### src/rtl/iob_uart16550_ctrl_pkg.sv
// Shared constants and state encoding for the iob_uart16550 CSR-bus controller.
package iob_uart16550_ctrl_pkg;

    localparam int unsigned REG_RBR_THR_DLL = 0;
    localparam int unsigned REG_IER_DLM     = 1;
    localparam int unsigned REG_FCR         = 2;
    localparam int unsigned REG_LCR         = 3;
    localparam int unsigned REG_LSR         = 5;

    localparam int unsigned LSR_DR   = 0;
    localparam int unsigned LSR_THRE = 5;

    localparam logic [7:0] LCR_DLAB = 8'h83;
    localparam logic [7:0] LCR_8N1  = 8'h03;
    localparam logic [7:0] FCR_INIT = 8'h07;

    typedef enum logic [3:0] {
        INIT_LCR_DLAB,
        INIT_DLL,
        INIT_DLM,
        INIT_LCR,
        INIT_FCR,
        INIT_IER,
        IDLE,
        POLL_LSR,
        LSR_WAIT,
        WR_THR,
        RD_RBR,
        RBR_WAIT
    } state_e;

endpackage

### src/rtl/iob_uart16550_ctrl_lane.sv
// Byte-lane steering between a single CSR byte and the 32-bit IOb data bus.
module iob_uart16550_ctrl_lane #(
    parameter int unsigned DATA_W = 32,
    parameter int unsigned LANE_W = $clog2(DATA_W / 8)
) (
    input  logic [LANE_W-1:0]   addr_i,
    input  logic [7:0]          byte_i,
    input  logic                write_i,
    input  logic [DATA_W-1:0]   rdata_i,
    output logic [DATA_W-1:0]   wdata_o,
    output logic [DATA_W/8-1:0] wstrb_o,
    output logic [7:0]          rbyte_o
);

    always_comb begin
        wdata_o = {(DATA_W / 8){byte_i}};
        wstrb_o = '0;
        if (write_i) begin
            wstrb_o[addr_i] = 1'b1;
        end
        rbyte_o = rdata_i[8*addr_i +: 8];
    end

endmodule

### src/rtl/iob_uart16550_ctrl.sv
// Autonomous CSR manager: initialises an iob_uart16550, then polls LSR and
// moves bytes between the UART and a TX/RX stream pair with round-robin service.
module iob_uart16550_ctrl
    import iob_uart16550_ctrl_pkg::*;
#(
    parameter logic [15:0] DIV_RST  = 16'd27,
    parameter int unsigned POLL_GAP = 4,
    parameter int unsigned ADDR_W   = 5,
    parameter int unsigned DATA_W   = 32
) (
    input  logic                clk_i,
    input  logic                rst_n_i,
    input  logic                cke_i,
    input  logic                init_i,
    input  logic [15:0]         div_i,
    output logic                init_done_o,
    input  logic [7:0]          tx_data_i,
    input  logic                tx_valid_i,
    output logic                tx_ready_o,
    output logic [7:0]          rx_data_o,
    output logic                rx_valid_o,
    input  logic                rx_ready_i,
    output logic                iob_valid_o,
    output logic [ADDR_W-1:0]   iob_addr_o,
    output logic [DATA_W-1:0]   iob_wdata_o,
    output logic [DATA_W/8-1:0] iob_wstrb_o,
    input  logic                iob_rvalid_i,
    input  logic [DATA_W-1:0]   iob_rdata_i,
    input  logic                iob_ready_i
);

    localparam int unsigned LANE_W = $clog2(DATA_W / 8);
    localparam int unsigned GAP_W  = (POLL_GAP > 0) ? $clog2(POLL_GAP + 1) : 1;
    localparam logic [GAP_W-1:0] GAP_LOAD = GAP_W'(POLL_GAP);

    state_e            state_q, state_d;
    logic [15:0]       div_q, div_d;
    logic [GAP_W-1:0]  gap_q, gap_d;
    logic              last_rx_q, last_rx_d;
    logic              served_q, served_d;
    logic              init_done_q, init_done_d;
    logic              rx_valid_q, rx_valid_d;
    logic [7:0]        rx_data_q, rx_data_d;

    logic              req, req_wr, fire, tx_ready;
    logic              lsr_eval, rbr_load, go_idle, tx_ok, rx_ok, pick_rx;
    logic [ADDR_W-1:0] cur_addr;
    logic [7:0]        wbyte, rbyte;
    logic [DATA_W-1:0]   lane_wdata;
    logic [DATA_W/8-1:0] lane_wstrb;

    iob_uart16550_ctrl_lane #(
        .DATA_W(DATA_W),
        .LANE_W(LANE_W)
    ) u_lane (
        .addr_i (cur_addr[LANE_W-1:0]),
        .byte_i (wbyte),
        .write_i(req_wr),
        .rdata_i(iob_rdata_i),
        .wdata_o(lane_wdata),
        .wstrb_o(lane_wstrb),
        .rbyte_o(rbyte)
    );

    // Wait states keep their read address so the lane extractor picks the right byte.
    always_comb begin
        req      = 1'b0;
        req_wr   = 1'b0;
        cur_addr = '0;
        wbyte    = '0;
        case (state_q)
            INIT_LCR_DLAB: begin req = 1'b1; req_wr = 1'b1; cur_addr = ADDR_W'(REG_LCR);         wbyte = LCR_DLAB;    end
            INIT_DLL:      begin req = 1'b1; req_wr = 1'b1; cur_addr = ADDR_W'(REG_RBR_THR_DLL); wbyte = div_q[7:0];  end
            INIT_DLM:      begin req = 1'b1; req_wr = 1'b1; cur_addr = ADDR_W'(REG_IER_DLM);     wbyte = div_q[15:8]; end
            INIT_LCR:      begin req = 1'b1; req_wr = 1'b1; cur_addr = ADDR_W'(REG_LCR);         wbyte = LCR_8N1;     end
            INIT_FCR:      begin req = 1'b1; req_wr = 1'b1; cur_addr = ADDR_W'(REG_FCR);         wbyte = FCR_INIT;    end
            INIT_IER:      begin req = 1'b1; req_wr = 1'b1; cur_addr = ADDR_W'(REG_IER_DLM);     wbyte = 8'h00;       end
            POLL_LSR:      begin req = 1'b1; cur_addr = ADDR_W'(REG_LSR); end
            LSR_WAIT:      begin cur_addr = ADDR_W'(REG_LSR); end
            WR_THR:        begin req = 1'b1; req_wr = 1'b1; cur_addr = ADDR_W'(REG_RBR_THR_DLL); wbyte = tx_data_i;   end
            RD_RBR:        begin req = 1'b1; cur_addr = ADDR_W'(REG_RBR_THR_DLL); end
            RBR_WAIT:      begin cur_addr = ADDR_W'(REG_RBR_THR_DLL); end
            default:       ;
        endcase
    end

    assign fire  = cke_i & req & iob_ready_i;
    assign tx_ok = rbyte[LSR_THRE] & tx_valid_i;
    assign rx_ok = rbyte[LSR_DR] & ~rx_valid_q;
    // Ties alternate on last_rx; before anything has been served TX wins.
    assign pick_rx = rx_ok & (~tx_ok | (served_q & ~last_rx_q));

    always_comb begin
        state_d     = state_q;
        div_d       = div_q;
        gap_d       = gap_q;
        last_rx_d   = last_rx_q;
        served_d    = served_q;
        init_done_d = init_done_q;
        rx_valid_d  = rx_valid_q;
        rx_data_d   = rx_data_q;
        tx_ready    = 1'b0;
        lsr_eval    = 1'b0;
        rbr_load    = 1'b0;
        go_idle     = 1'b0;
        if (cke_i) begin
            if (rx_valid_q && rx_ready_i) begin
                rx_valid_d = 1'b0;
            end
            case (state_q)
                INIT_LCR_DLAB: if (fire) state_d = INIT_DLL;
                INIT_DLL:      if (fire) state_d = INIT_DLM;
                INIT_DLM:      if (fire) state_d = INIT_LCR;
                INIT_LCR:      if (fire) state_d = INIT_FCR;
                INIT_FCR:      if (fire) state_d = INIT_IER;
                INIT_IER: begin
                    if (fire) begin
                        init_done_d = 1'b1;
                        go_idle     = 1'b1;
                    end
                end
                IDLE: begin
                    if (init_i) begin
                        init_done_d = 1'b0;
                        div_d       = div_i;
                        state_d     = INIT_LCR_DLAB;
                    end else if (gap_q != '0) begin
                        gap_d = gap_q - GAP_W'(1);
                    end else if (tx_valid_i || !rx_valid_q) begin
                        state_d = POLL_LSR;
                    end
                end
                POLL_LSR: begin
                    if (fire) begin
                        if (iob_rvalid_i) lsr_eval = 1'b1;
                        else              state_d  = LSR_WAIT;
                    end
                end
                LSR_WAIT: if (iob_rvalid_i) lsr_eval = 1'b1;
                WR_THR: begin
                    if (fire) begin
                        tx_ready  = 1'b1;
                        last_rx_d = 1'b0;
                        served_d  = 1'b1;
                        go_idle   = 1'b1;
                    end
                end
                RD_RBR: begin
                    if (fire) begin
                        if (iob_rvalid_i) rbr_load = 1'b1;
                        else              state_d  = RBR_WAIT;
                    end
                end
                RBR_WAIT: if (iob_rvalid_i) rbr_load = 1'b1;
                default:  state_d = INIT_LCR_DLAB;
            endcase

            if (lsr_eval) begin
                if (pick_rx)    state_d = RD_RBR;
                else if (tx_ok) state_d = WR_THR;
                else            go_idle = 1'b1;
            end
            if (rbr_load) begin
                rx_data_d  = rbyte;
                rx_valid_d = 1'b1;
                last_rx_d  = 1'b1;
                served_d   = 1'b1;
                go_idle    = 1'b1;
            end
            if (go_idle) begin
                state_d = IDLE;
                gap_d   = GAP_LOAD;
            end
        end
    end

    always_ff @(posedge clk_i) begin
        if (!rst_n_i) begin
            state_q     <= INIT_LCR_DLAB;
            div_q       <= DIV_RST;
            gap_q       <= GAP_LOAD;
            last_rx_q   <= 1'b0;
            served_q    <= 1'b0;
            init_done_q <= 1'b0;
            rx_valid_q  <= 1'b0;
            rx_data_q   <= '0;
        end else begin
            state_q     <= state_d;
            div_q       <= div_d;
            gap_q       <= gap_d;
            last_rx_q   <= last_rx_d;
            served_q    <= served_d;
            init_done_q <= init_done_d;
            rx_valid_q  <= rx_valid_d;
            rx_data_q   <= rx_data_d;
        end
    end

    // Outputs are forced low for the whole time rst_n_i is held, not just after the edge.
    assign iob_valid_o = rst_n_i & req;
    assign iob_addr_o  = iob_valid_o ? cur_addr : '0;
    assign iob_wdata_o = (iob_valid_o && req_wr) ? lane_wdata : '0;
    assign iob_wstrb_o = iob_valid_o ? lane_wstrb : '0;
    assign tx_ready_o  = rst_n_i & tx_ready;
    assign init_done_o = rst_n_i & init_done_q;
    assign rx_valid_o  = rst_n_i & rx_valid_q;
    assign rx_data_o   = rst_n_i ? rx_data_q : '0;

endmodule

### config.mk
export PLATFORM = sky130hd
export DESIGN_NAME = iob_uart16550_ctrl
export DESIGN_NICKNAME = d
export VERILOG_FILES = /design/src/rtl/iob_uart16550_ctrl_pkg.sv /design/src/rtl/iob_uart16550_ctrl_lane.sv /design/src/rtl/iob_uart16550_ctrl.sv
export SDC_FILE = /design/constraint.sdc
export NUM_CORES = 1
export LEC_CHECK = 0
export BUFFER_PORTS_ARGS = -buffer_cell sky130_fd_sc_hd__buf_2
export CORE_MARGIN = 3
export CORE_UTILIZATION = 30
export DETAILED_ROUTE_END_ITERATION = 6
export GPL_TIMING_DRIVEN = 0
export MAX_ROUTING_LAYER = met4
export PLACE_DENSITY = 0.63
export SLEW_MARGIN = 20
export SYNTH_ARGS = -nofsm -noshare
export SYNTH_HDL_FRONTEND = slang
export SYNTH_SLANG_ARGS = --single-unit
### constraint.sdc
create_clock -name clk_i -period 2.1 [get_ports clk_i]
set_input_delay 0.315 -clock clk_i [delete_from_list [all_inputs] [get_ports clk_i]]
set_output_delay 0.315 -clock clk_i [all_outputs]
set_load 0.02 [all_outputs]
==> results.py <==
metrics = {
    "run_status": {
        "status": "finished with violations",
        "violations": "setup timing",
    },
    "timing": {
        "fin_crit_sh_pct": 105,
        "setup_viol": 25,
        "fmax_mhz": 454,
        "finalWorstSetupSlack_ns": -0.102,
        "tns_ns": -1.36,
        "min_period_ns": 2.20,
        "hold-worst-slack_ns": 0.244,
        "rsz0062_at_grt": "yes",
        "finalClockSkew_ns": 0.00457,
        "slew_headroom_pct": 54.3,
        "hold_viol": 0,
        "drv_slew": 0,
        "tightest_slew_ns": 0.685,
    },
    "yosys": {
        "synth_edf_count": 0,
        "syn_inst": 322,
        "synth_area_leaders": "dfxtp_1 28%, buf_4 8.2%, mux2i_1 6.9%",
        "ys_types": 56,
        "synth_warnings": 0,
        "syn_area_um2": 2460,
        "ys_ff_latch": 35,
        "synth_largest_area_cell": "dfxtp_1",
        "syn-mean-instance-area_um2": 7.64,
        "ys_async_sr_fraction_pct": 0,
        "synth-main-ff-cell": "dfxtp_1",
        "yosys.area.top_type_share_pct": 28.5,
        "yosysSeqAreaShare_pct": 28.5,
    },
    "placement": {
        "port_buffers": 102,
        "hpwl_um": 6180,
        "gp_congestion": 0.923,
        "dpl_cell_area_um2": 3160,
    },
    "cts": {
        "htreeDepth": 2,
        "postCtsHoldBufs": 0,
        "cts_made_buffers": 5,
        "path_clk_slew_ns": 0.07,
        "cts_tree": "built",
        "clk_path_buf_depth": 2,
        "clk_latency_ns": 0.28,
        "root_buffer": "clkbuf_8",
        "clock_sinks": 35,
    },
    "drt": {
        "dr.pass1.iters": 5,
        "avgRoutedWirePerCell_um": 16.2,
        "dr.first_iter.drc_count": 162,
        "drc": 0,
        "drt_wl_total_um": 9190,
        "ant_nets": 0,
        "vias_per_cell": 5.06,
        "vias": 2870,
    },
    "pwr": {
        "p_leak_nw": 1.90,
        "power.share.combinational_pct": 33.1,
        "seq_power_share_pct": 39.5,
        "ir_drop_mv": 0.301,
        "p_int_w": 0.00117,
        "swShare_pct": 31.2,
        "p_switching_w": 0.000530,
        "power_density_nw_per_um2": 412,
        "clockPowerShare_pct": 27.4,
    },
    "die": {
        "die_w_um": 96.6,
        "num_rows": 32,
        "die_area_um2": 9330,
        "start_util_pct": 31.4,
        "io_pins": 117,
        "core-area_um2": 7850,
        "die_y_um": 96.6,
    },
    "global_routing": {
        "antenna_found_initial": 0,
        "grt-ovfl-total": 0,
        "grt_max_degree": 11,
        "first_global_vias": 2721,
        "track_usage_pct": 19.0,
        "grt_pass1_wl_um": 13400,
    },
    "worst_hold_path": {
        "hold_path.class": "input port to register",
    },
    "worst_setup_path": {
        "cp-end-kind": "output port",
        "cp-start-kind": "register",
        "critPathRequiredTime_ns": 1.78,
        "crit_type": "register to output port",
        "arrival_ns": 1.89,
        "critPathMaxFanout": 6,
    },
    "final_layout": {
        "fillers": 726,
        "syn2layout_area_growth_pct": 67.5,
        "stdcell_area_um2": 4120,
        "diodes": 0,
        "multi_input_area_um2": 1690,
        "drive_gt1_share_pct": 51.6,
        "seqCellArea_um2": 711,
        "final_util_pct": 52.5,
        "nets": 530,
    },
    "run": {
        "maxCapViolCount": 0,
    },
}
## routing by layer
layer	GRT usage (%)	wire length (um)	vias up	share of wire (%)
li1	-	-	1390	-
met1	24.4	3880	1328	42
met2	30.9	4500	129	49
met3	2.71	599	23	6.5
met4	5.84	213	0	2.3
met5	-	0	-	0
## kinds of logic (layout without fill, tap and decap cells)
kind of cell / count (synthesis) / in the layout / share of synthesized area [%]
AO/OA/AOI/OAI: 93 / 93 / 26.4
buffers and inverters: 57 / 199 / 13.3
other: 1 / 2 / 0.152
multiplexers: 17 / 17 / 6.91
adder cells (fa/ha/maj): 2 / 2 / 1.02
XOR/XNOR: 4 / 4 / 1.42
flip-flops: 35 / 35 / 28.5
AND/OR/NAND/NOR: 113 / 113 / 22.3
## path summary, 6_finish.rpt
path | from | endpoint | slack [ns] | cells past startpoint
hold reg to reg | served_q | served_q | 0.47 | 2
setup / recovery | state_q[0] | iob_wdata_o[29] | -0.10 | 10
hold / removal | div_i[3] | div_q[3] | 0.24 | 3
setup reg to reg | state_q[0] | state_q[0] | 0.14 | 8
## power by group through the flow
stage,logic [W],registers (W),clock network (W)
after CTS,0.000496,0.000674,0.000479
after floorplan,0.000265,0.000686,0
after global routing,0.000603,0.000672,0.000509
after global placement,0.000401,0.000686,0
final,0.000562,0.000672,0.000465
after detailed placement,0.000404,0.000687,0
## placed cells by master, fill, tap and decap left out, types with 4 or more instances in the layout
master / count
nor2_4: 7
buf_8: 6
buf_2: 71
a22oi_2: 6
nor3_1: 6
and2_1: 11
inv_1: 6
dfxtp_1: 31
o21ai_1: 4
clkbuf_1: 8
a21oi_1: 18
nor3b_2: 4
nand3b_1: 4
a21oi_4: 4
nor2_2: 4
buf_6: 58
a211oi_1: 7
clkbuf_8: 7
o21ai_0: 6
nor2_1: 34
nand2_1: 20
nand2b_1: 4
a22oi_1: 7
nor2b_1: 4
a21oi_2: 8
buf_4: 38
mux2i_1: 17
## cell usage after synthesis (2+ instances only)
cell      number
buf_4         27
nor2b_1        5
and3_1         2
clkbuf_1      11
and2_1        12
o21ai_0        8
a211oi_1       7
o21ai_1        4
a21oi_1       29
a22oi_1       13
o32a_1         2
nor3b_2        2
nor3_1         8
buf_2          9
ha_1           2
a21o_1         3
nor3b_1        2
mux2i_1       17
nor2_1        45
nand3b_1       4
nand2b_1       5
dfxtp_1       35
nand3_1        2
xnor2_1        4
a32oi_1        3
o22ai_1        3
buf_1          2
inv_1          6
nand2_1       23
## final cells by class
cell class	instances	area share, %
clock buffers	7	1.85
well taps	102	3.10
repair buffers	138	24.7
inverters	8	0.729
flip-flops and latches	35	17.2
clock inverters	1	0.121
plain buffers	45	11.2
multi-input cells	231	41.1
## sequential cells by signal, summed over array words and instances, names as in the netlist
name,count
rx_valid_q,1
gap_q,3
div_q,16
last_rx_q,1
state_q,4
rx_data_q,8
init_done_q,1
served_q,1
## per-stage QoR
step	cells	power [W]	setup slack [ns]
floorplan	323	0.000951	0.0333
global placement	527	0.00109	-0.334
detailed placement	527	0.00109	-0.355
CTS	549	0.00165	-0.132
global route	567	0.00178	-0.165
finish	567	0.00170	-0.102
## worst max-delay path, stage by stage, from the launching register on
cell     delay (ns)
dfxtp_2        0.34
buf_6          0.12
nor2b_4        0.20
buf_8          0.15
buf_6          0.09
a22oi_2        0.05
nor2_2         0.20
a21oi_4        0.06
nor2_4         0.17
buf_6          0.13
buf_6          0.10
## repair_timing
item / CTS / global route
pin swaps: 20 / 21
endpoints found under the hold margin: 0 / 0
setup endpoints to repair: 40 / 61
resized for setup: 123 / 56
setup buffers: 15 / 22
(Power assumes the default switching activity.)
